File: src/rtl/hwag_angle_channel_if.sv
`timescale 1ns/1ps
`default_nettype none
// ============================================================================
// Module   : hwag_angle_channel_if
// Brief    : Angle-bus, shadow-config and channel status bundle.
// Revision : 1.0
// ============================================================================
interface hwag_angle_channel_if #(
    parameter int ANGLE_W = 12,
    parameter int LIMIT_W = 24
);
    logic               hwag_start;
    logic               gap_point;
    logic [ANGLE_W-1:0] angle;
    logic               cfg_we;
    logic [1:0]         cfg_sel;
    logic [LIMIT_W-1:0] cfg_data;
    logic               out;
    logic [ANGLE_W-1:0] active_on;
    logic [ANGLE_W-1:0] active_off;
    logic               fault;

    modport master (
        output hwag_start, gap_point, angle, cfg_we, cfg_sel, cfg_data,
        input  out, active_on, active_off, fault
    );

    modport slave (
        input  hwag_start, gap_point, angle, cfg_we, cfg_sel, cfg_data,
        output out, active_on, active_off, fault
    );
endinterface
`default_nettype wire

File: src/rtl/hwag_angle_channel.sv
`timescale 1ns/1ps
`default_nettype none
// ============================================================================
// Module   : hwag_angle_channel
// Brief    : One timed pulse per revolution between on/off angles, with a
//            clock-count safety limit and gap-synchronous config update.
// Revision : 1.0
// ============================================================================
module hwag_angle_channel #(
    parameter int ANGLE_W   = 12,
    parameter int ANGLE_MAX = 3839,
    parameter int LIMIT_W   = 24
) (
    input  wire logic          clk,
    input  wire logic          rst,
    hwag_angle_channel_if.slave bus
);
    localparam logic [ANGLE_W-1:0] C_ANGLE_MAX = ANGLE_W'(ANGLE_MAX);

    typedef enum logic [1:0] {
        ST_IDLE = 2'd0,
        ST_OFF  = 2'd1,
        ST_ON   = 2'd2
    } state_t;

    state_t             r_state;
    logic               r_out;
    logic               r_fault;
    logic [LIMIT_W-1:0] r_cnt;

    logic [ANGLE_W-1:0] r_sh_on, r_sh_off, r_act_on, r_act_off;
    logic [LIMIT_W-1:0] r_sh_limit, r_act_limit;
    logic               r_sh_en, r_act_en;
    logic               r_gap_q;
    logic [ANGLE_W-1:0] r_prev_angle;

    logic               w_copy;
    logic               w_eval;
    logic               w_on_x;
    logic               w_off_x;
    logic [LIMIT_W-1:0] w_cnt_next;
    logic               w_limit_hit;
    logic               w_fault_clr;

    // Target counts as crossed if it lies in the half-open arc (prev, cur],
    // walking forward through the 3839->0 wrap when cur is behind prev.
    function automatic logic crossed(input logic [ANGLE_W-1:0] t,
                                     input logic [ANGLE_W-1:0] prev,
                                     input logic [ANGLE_W-1:0] cur);
        logic res;
        if (t > C_ANGLE_MAX)
            res = 1'b0;
        else if (prev < cur)
            res = (t > prev) && (t <= cur);
        else
            res = (t > prev) || (t <= cur);
        return res;
    endfunction

    assign w_copy      = !bus.hwag_start || (bus.gap_point && !r_gap_q);
    assign w_eval      = bus.hwag_start && (r_state != ST_IDLE) && (bus.angle != r_prev_angle);
    assign w_on_x      = w_eval && crossed(r_act_on, r_prev_angle, bus.angle);
    assign w_off_x     = w_eval && crossed(r_act_off, r_prev_angle, bus.angle);
    assign w_cnt_next  = (r_cnt == {LIMIT_W{1'b1}}) ? r_cnt : r_cnt + 1'b1;
    assign w_limit_hit = (r_act_limit != '0) && (w_cnt_next == r_act_limit);
    assign w_fault_clr = bus.cfg_we && (bus.cfg_sel == 2'd3);

    // Shadow, active and angle-history registers. The copy reads the shadow
    // values before this cycle's write lands, deferring a coincident write.
    always_ff @(posedge clk or posedge rst) begin
        if (rst) begin
            r_sh_on      <= '0;
            r_sh_off     <= '0;
            r_sh_limit   <= '0;
            r_sh_en      <= 1'b0;
            r_act_on     <= '0;
            r_act_off    <= '0;
            r_act_limit  <= '0;
            r_act_en     <= 1'b0;
            r_gap_q      <= 1'b0;
            r_prev_angle <= '0;
        end else begin
            r_gap_q <= bus.gap_point;
            if (bus.hwag_start)
                r_prev_angle <= bus.angle;
            if (w_copy) begin
                r_act_on    <= r_sh_on;
                r_act_off   <= r_sh_off;
                r_act_limit <= r_sh_limit;
                r_act_en    <= r_sh_en;
            end
            if (bus.cfg_we) begin
                case (bus.cfg_sel)
                    2'd0:    r_sh_on    <= bus.cfg_data[ANGLE_W-1:0];
                    2'd1:    r_sh_off   <= bus.cfg_data[ANGLE_W-1:0];
                    2'd2:    r_sh_limit <= bus.cfg_data;
                    default: if (!bus.cfg_data[1]) r_sh_en <= bus.cfg_data[0];
                endcase
            end
        end
    end

    always_ff @(posedge clk or posedge rst) begin
        if (rst) begin
            r_state <= ST_IDLE;
            r_out   <= 1'b0;
            r_cnt   <= '0;
            r_fault <= 1'b0;
        end else begin
            if (w_fault_clr)
                r_fault <= 1'b0;
            if (!bus.hwag_start || !r_act_en) begin
                r_state <= ST_IDLE;
                r_out   <= 1'b0;
            end else begin
                case (r_state)
                    ST_IDLE: begin
                        r_state <= ST_OFF;
                        r_out   <= 1'b0;
                    end
                    ST_OFF: begin
                        if (w_on_x && !w_off_x) begin
                            r_state <= ST_ON;
                            r_out   <= 1'b1;
                            r_cnt   <= '0;
                        end
                    end
                    ST_ON: begin
                        r_cnt <= w_cnt_next;
                        if (w_off_x) begin
                            r_state <= ST_OFF;
                            r_out   <= 1'b0;
                        end else if (w_limit_hit) begin
                            r_state <= ST_OFF;
                            r_out   <= 1'b0;
                            r_fault <= 1'b1;
                        end
                    end
                    default: begin
                        r_state <= ST_IDLE;
                        r_out   <= 1'b0;
                    end
                endcase
            end
        end
    end

    assign bus.out        = r_out;
    assign bus.fault      = r_fault;
    assign bus.active_on  = r_act_on;
    assign bus.active_off = r_act_off;

endmodule
`default_nettype wire

File: src/flat_wrapper.sv
// flat-port wrapper written by rule: the top's interface ports become plain ports
module hwag_angle_channel_flat 
#(
    parameter int ANGLE_W   = 12,
    parameter int ANGLE_MAX = 3839,
    parameter int LIMIT_W   = 24
)
  (clk, rst, bus_hwag_start, bus_gap_point, bus_angle, bus_cfg_we, bus_cfg_sel, bus_cfg_data, bus_out, bus_active_on, bus_active_off, bus_fault);
  hwag_angle_channel_if #(.ANGLE_W(ANGLE_W), .LIMIT_W(LIMIT_W)) bus_i ();
  input  wire logic clk;
  input  wire logic rst;
  input wire logic [$bits(bus_i.hwag_start)-1:0] bus_hwag_start;
  input wire logic [$bits(bus_i.gap_point)-1:0] bus_gap_point;
  input wire logic [$bits(bus_i.angle)-1:0] bus_angle;
  input wire logic [$bits(bus_i.cfg_we)-1:0] bus_cfg_we;
  input wire logic [$bits(bus_i.cfg_sel)-1:0] bus_cfg_sel;
  input wire logic [$bits(bus_i.cfg_data)-1:0] bus_cfg_data;
  output wire logic [$bits(bus_i.out)-1:0] bus_out;
  output wire logic [$bits(bus_i.active_on)-1:0] bus_active_on;
  output wire logic [$bits(bus_i.active_off)-1:0] bus_active_off;
  output wire logic [$bits(bus_i.fault)-1:0] bus_fault;
  assign bus_i.hwag_start = bus_hwag_start;
  assign bus_i.gap_point = bus_gap_point;
  assign bus_i.angle = bus_angle;
  assign bus_i.cfg_we = bus_cfg_we;
  assign bus_i.cfg_sel = bus_cfg_sel;
  assign bus_i.cfg_data = bus_cfg_data;
  assign bus_out = bus_i.out;
  assign bus_active_on = bus_i.active_on;
  assign bus_active_off = bus_i.active_off;
  assign bus_fault = bus_i.fault;
  hwag_angle_channel #(.ANGLE_W(ANGLE_W), .ANGLE_MAX(ANGLE_MAX), .LIMIT_W(LIMIT_W)) u_core (.clk(clk), .rst(rst), .bus(bus_i));
endmodule
File: config.mk
export PLATFORM = sky130hd
export DESIGN_NAME = hwag_angle_channel_flat
export DESIGN_NICKNAME = d
export VERILOG_FILES = /design/src/rtl/hwag_angle_channel_if.sv /design/src/rtl/hwag_angle_channel.sv /design/src/flat_wrapper.sv
export SDC_FILE = /design/constraint.sdc
export NUM_CORES = 1
export LEC_CHECK = 0
export BUFFER_PORTS_ARGS = -buffer_cell sky130_fd_sc_hd__buf_2
export CORE_MARGIN = 2
export CORE_UTILIZATION = 61
export CTS_BUF_LIST = sky130_fd_sc_hd__clkbuf_16
export DETAILED_ROUTE_END_ITERATION = 8
export MAX_ROUTING_LAYER = met4
export PLACE_DENSITY = 0.83
export SYNTH_ARGS = -nofsm -noshare
export SYNTH_HDL_FRONTEND = slang
export SYNTH_SLANG_ARGS = --single-unit
File: constraint.sdc
create_clock -name clk -period 5.4 [get_ports clk]
set_input_delay 0.27 -clock clk [delete_from_list [all_inputs] [get_ports clk]]
set_output_delay 0.27 -clock clk [all_outputs]
set_load 0.01 [all_outputs]
==> impl_table.tex <==
\begin{tabular}{lr}
\hline
Metric & Value \\
\hline
\multicolumn{2}{l}{\textbf{STA}} \\
\quad Final setup violation count & 0 \\
\quad Max-slew violation total from the final report & 0 \\
\quad Unrepaired setup endpoints after global routing & no \\
\quad Hold\_ws & -24.1 ps \\
\quad Sum of negative setup slack & 0 ps \\
\quad Highest clock frequency the design can meet & 0.297 GHz \\
\quad Final critical-path share of the clock period & 62.3\% \\
\quad Slew at the pin closest to its max-slew limit & 1180 ps \\
\quad Time the final worst path needs with I/O delays and setup & 3360 ps \\
\quad Max Clock Skew & 14.7 ps \\
\quad Worst-case headroom to the max-slew limit & 20.9\% \\
\quad Fin worst setup slack & 2040 ps \\
\quad Final hold violation count & 26 \\
\multicolumn{2}{l}{\textbf{Synth}} \\
\quad Fraction of registers with async set or reset after synthesis & 100\% \\
\quad Area share of the largest cell type after synthesis & 42.9\% \\
\quad Number of synthesis warnings & 0 \\
\quad Ranking of synthesized cells by area & dfrtp\_1, mux2\_2, ha\_1 \\
\quad Most area-hungry cell type in the Yosys netlist & dfrtp\_1 \\
\quad EDFF count, synth & 0 \\
\quad Synth Net Count & 874 \\
\quad Top-count cell post-synth & dfrtp\_1 \\
\quad Cell area after synthesis & 0.00811 mm² \\
\quad Sequential element share of the synthesized area & 42.9\% \\
\quad Leading cell types by count after synthesis & dfrtp\_1, mux2\_2, ha\_1 \\
\quad Count of cell types in the netlist & 71 \\
\quad Mapped Avg Cell Area & 10.6 µm² \\
\quad Synthesized flop and latch total & 139 \\
\quad Most instantiated flip-flop cell in the synthesis netlist & dfrtp\_1 \\
\quad Number of standard cells after synthesis & 766 \\
\multicolumn{2}{l}{\textbf{Critical path}} \\
\quad CP max stage cell & dfrtp\_1 \\
\quad FF-to-FF path depth & 10 \\
\quad CP Data Arrival Time & 3660 ps \\
\quad Critical path peak fanout & 12 \\
\quad Required time of the critical path & 5700 ps \\
\quad Series of cell instances along the critical path & ha\_1 -> and3\_1 -> and3\_4 -> nand2\_1 -> or3\_1 -> a21o\_1 -> a211oi\_1 -> nand4\_2 -> a22oi\_1 -> o2bb2ai\_1 \\
\quad Delay contributed by the slowest stage of the critical path & 490 ps \\
\quad Element type at the critical path start & register \\
\quad Critical path endpoint category & register \\
\quad Crit Path Class & reg2reg \\
\multicolumn{2}{l}{\textbf{Floorplanning}} \\
\quad Width of the die & 119 µm \\
\quad Count of standard-cell rows & 42 \\
\quad Core box area & 0.0131 mm² \\
\quad Initial Utilization & 61.8\% \\
\quad Num ports & 69 \\
\quad Area of the die & 0.0142 mm² \\
\quad Die Y & 119 µm \\
\multicolumn{2}{l}{\textbf{Finish}} \\
\quad Layout area overhead & 12.7\% \\
\quad Filler cells & 1,006 \\
\quad Number of nets at the end of the flow & 934 \\
\quad Fraction of final layout cells with drive strength greater than 1 & 25.7\% \\
\quad Final non-filler cell total & 1,014 \\
\quad Inserted Diodes & 0 \\
\multicolumn{2}{l}{\textbf{Outcome}} \\
\quad Failing checks & negative hold slack \\
\quad Run status & finished, violations left \\
\multicolumn{2}{l}{\textbf{Placement}} \\
\quad Half-perimeter wire length after placement & 15.3 mm \\
\quad Placer congestion estimate & 0.989 \\
\quad Pre-CTS worst setup slack & 2090 ps \\
\quad Count of buffers from port buffering & 68 \\
\quad Cell Count Post-Placement & 982 \\
\multicolumn{2}{l}{\textbf{Power}} \\
\quad Switching power total & 1.04 mW \\
\quad Internal & 2.25 mW \\
\quad Switching Fraction & 31.7\% \\
\quad Areal power density over the cells & 360 mW/mm² \\
\quad Leakage component of the power & 4.09 nW \\
\quad Clock Power Share & 34.0\% \\
\quad Combinational share of power & 23.4\% \\
\quad Sequential Power Share & 42.6\% \\
\quad Max VDD drop & 0.294 mV \\
\quad Total power & 3.29 mW \\
\multicolumn{2}{l}{\textbf{Global route}} \\
\quad GRT overflow & 0 \\
\quad GRT Overall Usage & 32.0\% \\
\quad Maximum number of pins on one net before global-route repair & 81 \\
\quad Number of global-route vias before repair & 6,441 \\
\quad First-pass GRT wire length & 34.1 mm \\
\quad Antenna violations before repair & 0 \\
\multicolumn{2}{l}{\textbf{Detailed routing}} \\
\quad Iter 0 DRT Violations & 553 \\
\quad Routed Antenna Nets & 0 \\
\quad Detailed-routing iteration count for the pre-antenna-repair pass & 5 \\
\quad Detailed-route vias per instance & 6.35 \\
\quad Wire length per cell & 21.1 µm \\
\quad Final WL & 21.4 mm \\
\quad Post-route DRC violation count & 0 \\
\quad Total via count in the routed design & 6,438 \\
\multicolumn{2}{l}{\textbf{Clock tree}} \\
\quad Resized Gates After CTS & 0 \\
\quad Clk sink count & 139 \\
\quad Reg clk slew, reported paths & 60 ps \\
\quad TritonCTS clock tree & built \\
\quad Total CTS buffers & 17 \\
\quad CTS H-tree lvls & 4 \\
\quad Max Buffers Root-to-Sink & 2 \\
\quad Root Driver & clkbuf\_16 \\
\quad Source-to-sink clock delay at the later pin of the worst-skew pair & 430 ps \\
\multicolumn{2}{l}{\textbf{Run}} \\
\quad Maximum Capacitance Violations & 0 \\
\multicolumn{2}{l}{\textbf{Hold path}} \\
\quad Worst hold path type & in2async \\
\hline
\end{tabular}
registers in the layout, summed over array words and instances, names as in the netlist, 2 cells and up:
name	cells
u_core.r_prev_angle	12
u_core.r_sh_on	12
u_core.bus.active_on	12
u_core.bus.active_off	12
u_core.r_act_limit	24
u_core.r_state	2
u_core.r_sh_limit	24
u_core.r_cnt	24
u_core.r_sh_off	12
per-stage QoR:
stage,utilization (%),instance area (µm²)
floorplan,-,8110
global placement,65.3,8570
detailed placement,65.3,8570
CTS,69.6,9140
global route,69.6,9140
finish,69.6,9140
layer usage:
metal / track usage (%) / vias up / share of wire, %
met3: 7.95 / 41 / 6.8
met4: 9.49 / 0 / 1.7
li1: - / 2951 / -
met2: 50.1 / 238 / 48
met5: - / - / 0
met1: 41.7 / 3208 / 43
final cells by class:
type	instances	area, µm²	area share [%]
Timing Repair Buffer	74	388	4.24
Clock inverter	14	133	1.45
Tap cell	176	220	2.41
Clock buffer	17	425	4.65
Sequential cell	139	3480	38.0
Inverter	43	166	1.82
Multi-Input combinational cell	551	4330	47.4
logic make-up (layout without fill, tap and decap cells):
kind of cell    Yosys count  after routing  share of synthesized area, %
simple gates            192            192                          13.2
buf+inv                  76            148                          3.93
fa+ha+maj                67             67                          10.3
xor+xnor                 30             30                          3.24
mux                      96             96                          13.3
flops                   139            139                          42.9
compound gates          166            166                          13.2
path summary, 6_finish.rpt:
| path | slack, ps | endpoint | from |
|---|---|---|---|
| max | 2040 | u_core.r_state[0] | u_core.r_cnt[1] |
| min | -20 | u_core.r_sh_limit[5] | rst |
| max reg2reg | 2040 | u_core.r_state[0] | u_core.r_cnt[1] |
| min reg2reg | 500 | u_core.r_act_limit[15] | u_core.r_sh_limit[15] |
| max in group asynchronous | 4140 | u_core.r_prev_angle[9] | rst |
| min in group clk | 70 | u_core.r_prev_angle[4] | bus_angle[4] |
critical path, delay by kind of cell, from the launching register on:
family | cells | cell delay, ps
simple gates | 5 | 1580
compound gates | 4 | 880
flops | 1 | 490
fa+ha+maj | 1 | 270
power groups by stage:
stage	Clock, mW	Sequential, mW	Combinational (mW)
6_report	1.12	1.40	0.769
5_1_grt	1.18	1.42	0.845
4_1_cts	1.14	1.40	0.763
3_5_place_dp	0	1.41	0.747
3_3_place_gp	0	1.40	0.712
2_1_floorplan	0	1.36	0.530
what timing repair did:
item | CTS | global route
setup buffers | 0 | 0
hold buffers | 1 | 0
endpoints found under the setup margin | 0 | 0
hold endpoints to repair | 1 | 0
cell usage in the layout (no fill, tap or decap), types with 11 or more instances in the layout:
cell type and count:
clkbuf_16 17, ha_1 65, mux2_2 95, nor3_1 15, nand3_1 23, a21o_1 11, a21oi_1 46, dfrtp_1 139
nand4_1 26, buf_2 68, nor2_1 22, xnor2_1 22, inv_1 45, nand2_1 56, o21ai_0 45
Power figures use the tool's default switching activity.
